### src/rtl/uart_pkg.sv
// Shared UART definitions: frame geometry, default bit period and the state
// encodings used by both uart_tx and uart_rx.
package uart_pkg;

  localparam int UART_DATA_BITS    = 8;
  localparam int UART_CLKS_PER_BIT = 434;  // 50 MHz / 115200 baud

  // Frame-phase encodings, common to transmitter and receiver.
  localparam logic [2:0] ST_IDLE   = 3'd0;
  localparam logic [2:0] ST_START  = 3'd1;
  localparam logic [2:0] ST_DATA   = 3'd2;
  localparam logic [2:0] ST_PARITY = 3'd3;
  localparam logic [2:0] ST_STOP   = 3'd4;

  // Even parity over one data byte: 1 when the byte has an odd number of ones.
  function automatic logic even_parity(input logic [UART_DATA_BITS-1:0] d);
    return ^d;
  endfunction

endpackage

### src/rtl/uart_bit_timer.sv
// Bit-period timer: a down-counter reloaded by restart, pulsing bit_end in the
// final clk cycle of each bit period. Counts CLKS_PER_BIT-1 down to 0, so the
// count never exceeds CLKS_PER_BIT-1.
module uart_bit_timer #(
  parameter int CLKS_PER_BIT = 434
) (
  input  logic clk,
  input  logic rst,
  input  logic restart,
  output logic bit_end
);

  localparam int CNT_W = (CLKS_PER_BIT > 1) ? $clog2(CLKS_PER_BIT) : 1;
  localparam logic [CNT_W-1:0] CNT_TOP = CNT_W'(CLKS_PER_BIT - 1);

  logic [CNT_W-1:0] cnt;

  // Reload on restart or at the end of a period, otherwise count down.
  always_ff @(posedge clk or posedge rst) begin
    if (rst) begin
      cnt <= '0;
    end else if (restart || cnt == '0) begin
      cnt <= CNT_TOP;
    end else begin
      cnt <= cnt - CNT_W'(1);
    end
  end

  assign bit_end = (cnt == '0) && !restart;

endmodule

### src/rtl/uart_tx.sv
// UART transmitter, 8N1 by default; define UART_TX_PARITY_EN for 8E1 frames.
// Handshake: a byte is accepted on a rising edge where tx_valid && tx_ready;
// tx_ready is a flop that is high only in IDLE, and tx_data/tx_valid are
// ignored at all other times. tx_state exposes the FSM for debug.
module uart_tx
  import uart_pkg::*;
#(
  parameter int CLKS_PER_BIT = UART_CLKS_PER_BIT
) (
  input  logic                      clk,
  input  logic                      rst,
  input  logic [UART_DATA_BITS-1:0] tx_data,
  input  logic                      tx_valid,
  output logic                      tx_ready,
  output logic                      tx_serial,
  output logic                      tx_busy,
  output logic                      tx_done,
  output logic [2:0]                tx_state
);

  localparam logic [2:0] LAST_BIT = 3'(UART_DATA_BITS - 1);

  logic [2:0]                state;
  logic [UART_DATA_BITS-1:0] shift_reg;
  logic [2:0]                bit_idx;
  logic                      bit_end;
`ifdef UART_TX_PARITY_EN
  logic                      parity_bit;
`endif

  // The timer is held in reload while idle so the start bit gets a full period.
  uart_bit_timer #(
    .CLKS_PER_BIT(CLKS_PER_BIT)
  ) u_timer (
    .clk    (clk),
    .rst    (rst),
    .restart(state == ST_IDLE),
    .bit_end(bit_end)
  );

  // Frame sequencer; tx_serial is registered one cycle ahead of each phase.
  always_ff @(posedge clk or posedge rst) begin
    if (rst) begin
      state     <= ST_IDLE;
      shift_reg <= '0;
      bit_idx   <= '0;
      tx_serial <= 1'b1;
      tx_ready  <= 1'b0;
      tx_busy   <= 1'b0;
`ifdef UART_TX_PARITY_EN
      parity_bit <= 1'b0;
`endif
    end else begin
      case (state)
        ST_IDLE: begin
          tx_serial <= 1'b1;
          if (tx_valid && tx_ready) begin
            shift_reg <= tx_data;
`ifdef UART_TX_PARITY_EN
            parity_bit <= even_parity(tx_data);
`endif
            bit_idx   <= '0;
            tx_ready  <= 1'b0;
            tx_busy   <= 1'b1;
            tx_serial <= 1'b0;
            state     <= ST_START;
          end else begin
            tx_ready <= 1'b1;
          end
        end
        ST_START: begin
          if (bit_end) begin
            tx_serial <= shift_reg[0];
            state     <= ST_DATA;
          end
        end
        ST_DATA: begin
          if (bit_end) begin
            if (bit_idx == LAST_BIT) begin
`ifdef UART_TX_PARITY_EN
              tx_serial <= parity_bit;
              state     <= ST_PARITY;
`else
              tx_serial <= 1'b1;
              state     <= ST_STOP;
`endif
            end else begin
              bit_idx   <= bit_idx + 3'd1;
              shift_reg <= {1'b0, shift_reg[UART_DATA_BITS-1:1]};
              tx_serial <= shift_reg[1];
            end
          end
        end
`ifdef UART_TX_PARITY_EN
        ST_PARITY: begin
          if (bit_end) begin
            tx_serial <= 1'b1;
            state     <= ST_STOP;
          end
        end
`endif
        ST_STOP: begin
          if (bit_end) begin
            tx_serial <= 1'b1;
            tx_ready  <= 1'b1;
            tx_busy   <= 1'b0;
            state     <= ST_IDLE;
          end
        end
        default: begin
          tx_serial <= 1'b1;
          tx_ready  <= 1'b0;
          tx_busy   <= 1'b0;
          state     <= ST_IDLE;
        end
      endcase
    end
  end

  // Done marks the last cycle of the stop bit, decoded from registered state.
  assign tx_done  = (state == ST_STOP) && bit_end;
  assign tx_state = state;

endmodule

### config.mk
export PLATFORM = sky130hd
export DESIGN_NAME = uart_tx
export DESIGN_NICKNAME = d
export VERILOG_FILES = /design/src/rtl/uart_pkg.sv /design/src/rtl/uart_bit_timer.sv /design/src/rtl/uart_tx.sv
export SDC_FILE = /design/constraint.sdc
export NUM_CORES = 1
export LEC_CHECK = 0
export CAP_MARGIN = 25
export CORE_ASPECT_RATIO = 0.7
export CORE_MARGIN = 2
export CORE_UTILIZATION = 45
export CTS_BUF_LIST = sky130_fd_sc_hd__clkbuf_2 sky130_fd_sc_hd__clkbuf_4 sky130_fd_sc_hd__clkbuf_8
export DETAILED_ROUTE_END_ITERATION = 10
export GPL_TIMING_DRIVEN = 0
export PLACE_DENSITY_LB_ADDON = 0.25
export SLEW_MARGIN = 10
export SYNTH_ARGS = -nofsm -noshare
export SYNTH_HDL_FRONTEND = slang
export SYNTH_SLANG_ARGS = --single-unit
### constraint.sdc
create_clock -name clk -period 2.9 [get_ports clk]
set_clock_uncertainty 0.05 [all_clocks]
set_input_delay 0.725 -clock clk [delete_from_list [all_inputs] [get_ports clk]]
set_output_delay 0.725 -clock clk [all_outputs]
set_load 0.005 [all_outputs]
### After elaboration in Yosys (flattened, before gate mapping)

Index checks and enable logic that the tools add are counted.

* bits in registers: 26
* bits of input ports: 11
* logic and storage cells: 59

* add/sub/neg operators: 2
* eq/ne operators: 10
* muxes and demuxes: 25
* bitwise operators: 1
* reductions and logical operators: 14

Operator list (count)
* 2-to-1 mux 3 bit: 8
* 2-to-1 mux 8 bit: 3
* one-hot mux 8 bit (2 select lines): 1
* inequality test 2 bit, second input constant: 6
* one-hot mux 3 bit (4 select lines): 1
* logical NOT 9 bit: 1
* 2-to-1 mux 9 bit: 1
* subtractor 9 x 1 -> 9 bit, second input constant: 1
* 2-to-1 mux 1 bit: 7
* == test 3 bit, second input constant: 2
* one-hot mux 1 bit (3 select lines): 2
* one-hot mux 3 bit (2 select lines): 1
* AND reduction 3 bit: 2
* AND reduction 5 bit: 1
* one-hot mux 1 bit (4 select lines): 1
* AND reduction 4 bit: 1
* adder 3 x 1 -> 3 bit, second input constant: 1
* == test 3 x 1 -> 1 bit, second input constant: 1
* == test 3 x 2 -> 1 bit, second input constant: 1
* logical AND 1 bit: 3
* logical NOT 3 bit: 1
* AND reduction 2 bit: 1
* nonzero test 2 bit: 1
* OR reduction 2 bit: 1
* 3 further kinds: 3

### Logic depth before layout (Yosys ltp)

* depth in word-level cells: 5
* depth in mapped cells: 7
* depth with buffers taken out: 6

### Cells and area by module

A second synthesis with hierarchy kept.

* cells, all modules: 136
* area, all modules: 1467.7 um2

By module, submodules not included
* uart_tx: instances 1, cells each 91, area an instance 1012.2 um2, sequential area each 426.7 um2
* uart_bit_timer: instances 1, cells each 45, area an instance 455.4 um2, sequential area each 225.2 um2

### Least setup slack after synthesis

OpenSTA, ideal clock, no wires.

* path kind: flip-flop to output port
* start: register u_timer.cnt[0]
* end: output tx_done
* arrival: 1.212 ns
* required time: 2.125 ns
* path slack: 0.913 ns
* cell stages (with the launch flop): 6
* buffers on the path: 0
* cells stage by stage: dfrtp_1 inv_1 ha_1 nor4b_4 nand2_2 nor3_1

* word-level cells in the longest chain between the ends: 3

Ends and longest elaborated chain
* start, declared: line uart_bit_timer.sv:16 `logic [CNT_W-1:0] cnt;`
* start signal, assigned: line uart_bit_timer.sv:25 `cnt <= cnt - CNT_W'(1);`
* logical NOT 9 bit: line uart_bit_timer.sv:29 `assign bit_end = (cnt == '0) && !restart;`
* logical AND 1 bit: line uart_bit_timer.sv:29
* logical AND 1 bit: line uart_tx.sv:121 `assign tx_done = (state == ST_STOP) && bit_end;`
* end, declared: line uart_tx.sv:17 `output logic tx_done,`

Every way passes these cells.

### Final worst setup path

* start: register state[0], in the netlist tx_state[0]
* end: output tx_done

* word-level cells in the longest chain between the ends: 4
* elaborated cells on any way between the ends: 5
* classes of those cells: 1 x eq/ne; 4 x reduce/logical

Ends and longest elaborated chain
* start, declared: line uart_tx.sv:23 `logic [2:0] state;`
* start signal, assigned: line uart_tx.sv:44 `state <= ST_IDLE;`
* start signal, assigned: line uart_tx.sv:66 `state <= ST_START;`
* start signal, assigned: line uart_tx.sv:74 `state <= ST_DATA;`
* logical NOT 3 bit: line uart_tx.sv:37 `.restart(state == ST_IDLE),`
* logical NOT 1 bit: line uart_bit_timer.sv:29
* logical AND 1 bit: line uart_bit_timer.sv:29
* logical AND 1 bit *: line uart_tx.sv:121

Every way passes the cells marked *; elsewhere a longest branch is shown, timed or not.

==> results_dict.tcl <==
set metrics [dict create \
    cp_data_arrival_time_ns 1.66 \
    fp.dieW_um 71.4 \
    place_inst 183 \
    wl_per_cell_um 14.2 \
    synth_ff_type "dfrtp_1" \
    layout-drive-gt1-share 0.260 \
    synth_top_family_by_area "simple AND/OR/NAND/NOR gates" \
    muxShareOfSynthArea 0.164 \
    stdcell_count 192 \
    grt_max_degree 27 \
    ys_warn_count 0 \
    grt_util_all_layers 0.167 \
    yosys_register_bits 26 \
    synth_edf_count 0 \
    rows 17 \
    hold_class "flip-flop to flip-flop" \
    place_ws_ns 0.259 \
    viasPerCell 5.44 \
    die_h_um 51.2 \
    end_kind "output pin" \
    area_growth_pct 24.0 \
    hp-start "u_timer.cnt[0]" \
    num_vias 1044 \
    n_antenna_cell 0 \
    slowest_stage "dfrtp_1" \
    drt_iter0_drc 63 \
    setup_tns_ns 0 \
    hold_buffers 0 \
    cts_tree "yes" \
    io_buffers 17 \
    hpwl_um 1990 \
    yosys.cell_types.count 41 \
    rr_endpoint "shift_reg[0]" \
    htree_levels 1 \
    layout.nets 169 \
    min_to "u_timer.cnt[0]" \
    r2r_cells 8 \
    setup_viol 0 \
    clk_path_buf_depth 2 \
    async_reset_ff_frac 1.00 \
    power_leakage_nw 0.783 \
    postSynthAreaPerCell_um2 11.2 \
    synth_compound_area_frac 0.0935 \
    ant_nets 0 \
    max_slew_margin 0.672 \
    synth_fa_ha_area_frac 0.0262 \
    status "finished clean" \
    cts-root-buf "clkbuf_8" \
    overflow 0 \
    start_util 0.464 \
    gp_congestion 0.787 \
    dieArea_um2 3660 \
    use_met2 0.245 \
    power.density_cell_area_nw_per_um2 695 \
    timing_worst_setup_path_type "flip-flop to output pin" \
    syn_inst 128 \
    fillCellCount 249 \
    worst_pin_slew_ns 0.492 \
    grt-busiest-layer "met2" \
    yosys.area_share.simple 0.184 \
    critPathLaunchType "flip-flop" \
    gr-usage-met1 0.230 \
    finalCritPeriodShare 0.841 \
    clkTransAtPathRegs_ns 0.09 \
    cts.sinks 26 \
    antenna_found_initial 0 \
    multi_input_area_um2 721 \
    cap_violations 0 \
    clk_latency_ns 0.27 \
    rsz0062_at_grt "no" \
    grt_pass1_wl_um 4620 \
    reg2reg_slack_ns 0.79 \
    grt_pass1_vias 993 \
    slew_viol_final 0 \
    num_io_pins 18 \
    path_max_fanout 10 \
    path_common_cell "clkbuf_1" \
    whs_path_depth 1 \
    cts-buffers-inserted 3 \
    wirelength_um 2730 \
    hold_violations 0 \
    largest_register_ffs 9 \
    drt_pass1_iterations 4 \
    seqCellArea_um2 652 \
    synth_xor_area_frac 0.0306 \
    drc 0 \
    fmax_ghz 0.410 \
    cpPeakStageDelay_ns 0.34 \
    ir_drop_mv 0.440 \
    r2r_start "u_timer.cnt[0]" \
    fin_ws_ns 0.462 \
    power_mw 1.23 \
    gr-usage-met3 0.0493 \
    path_cells "clkbuf_1, clkbuf_1, nand2b_1, nor3_2, dlymetal6s2s_1" \
    period_minus_slack_ns 2.44 \
    syn_area_um2 1430 \
    yosysSeqAreaShare 0.455 \
    core_um2 3080 \
    syn-num-nets 142 \
    required_ns 2.12 \
]
-- logic make-up after synthesis --
| kind of cell | count (synthesis) |
|---|---|
| buffers and inverters | 15 |
| adder cells (fa/ha/maj) | 3 |
| XOR/XNOR | 5 |
| AND/OR/NAND/NOR | 42 |
| AO/OA/AOI/OAI | 19 |
| multiplexers | 18 |
| flip-flops | 26 |
-- how the worst max path moves through the flow --
| stage | start | endpoint | slack, ns | depth (start not counted) |
|---|---|---|---|---|
| final | tx_state[0] | tx_done | 0.46 | 5 |
| after floorplan | u_timer.cnt[0] | tx_done | 0.91 | 5 |
| after global routing | tx_state[0] | tx_done | 0.33 | 5 |
| after CTS | u_timer.cnt[0] | tx_done | 0.005 | 6 |
| after global placement | u_timer.cnt[0] | tx_done | 0.29 | 6 |
| after detailed placement | u_timer.cnt[0] | tx_done | 0.26 | 6 |
-- critical path: cells and delay by family, from the launching register on --
family	cells	cell delay, ns
AND/OR/NAND/NOR	2	0.25
buffers and inverters	3	0.80
flip-flops	1	0.34
-- placed cells by master (no fill, tap or decap), types with 2 or more instances in the layout --
| cell type | n |
|---|---|
| dfrtp_1 | 25 |
| clkdlybuf4s50_1 | 16 |
| mux2_4 | 9 |
| a21oi_1 | 9 |
| inv_1 | 8 |
| nand2_1 | 8 |
| nor2_1 | 8 |
| mux2_2 | 8 |
| xnor2_1 | 5 |
| clkbuf_1 | 4 |
| buf_4 | 4 |
| nand3_1 | 3 |
| clkbuf_8 | 3 |
| buf_2 | 2 |
| and3_1 | 2 |
| nand2_2 | 2 |
| nand4_1 | 2 |
| nor3_1 | 2 |
| nor4_1 | 2 |
| a2111oi_0 | 2 |
| ha_1 | 2 |
-- power breakdown --
| part | total, mW | internal (mW) | switching (mW) |
|---|---|---|---|
| clock network | 0.299 | 0.185 | 0.114 |
| logic | 0.329 | 0.203 | 0.126 |
| registers | 0.605 | 0.476 | 0.129 |
| total | 1.23 | 0.864 | 0.370 |
-- cell usage after synthesis (2+ instances only) --
cell type	count	area, um2
a2111oi_0	2	17.5
buf_2	2	10.0
nand4_1	2	12.5
clkbuf_1	4	15.0
xnor2_1	5	43.8
mux2_2	8	90.1
nand3_1	3	15.0
nor2_1	8	30.0
a21oi_1	9	45.0
dfrtp_1	25	626
mux2_4	9	135
ha_1	3	37.5
nor4_1	2	12.5
inv_1	8	30.0
nand2_1	8	30.0
nor3_1	3	15.0
and3_1	2	12.5
nand2_2	2	12.5
-- final cells by class --
type,count,area share
buffer,7,0.0204
multi-input combinational,87,0.406
inverter,8,0.0169
clock inverter,1,0.0169
clock buffer,3,0.0233
tap,38,0.0268
timing repair buffer,22,0.123
sequential,26,0.367
-- what timing repair did --
item / CTS / global route
resized for setup: 0 / 3
setup endpoints to repair: 1 / 1
buffers inserted: 1 / 3
pin swaps: 0 / 0
-- metrics by stage --
| stage | util | hold WS [ns] | area (um2) |
|---|---|---|---|
| 6_report | 0.576 | 0.436 | 1780 |
| 2_1_floorplan | - | 0.393 | 1430 |
| 3_3_place_gp | 0.535 | 0.412 | 1650 |
| 4_1_cts | 0.560 | 0.446 | 1730 |
| 3_5_place_dp | 0.535 | 0.434 | 1650 |
| 5_1_grt | 0.576 | 0.478 | 1780 |
-- layer usage --
layer  up-vias  wire length (um)
li1        507                 -
met1       511              1380
met2        21              1190
met3         5               123
met4         0                38
met5         -                 0
Note: power is estimated with default switching activity, not from simulation.
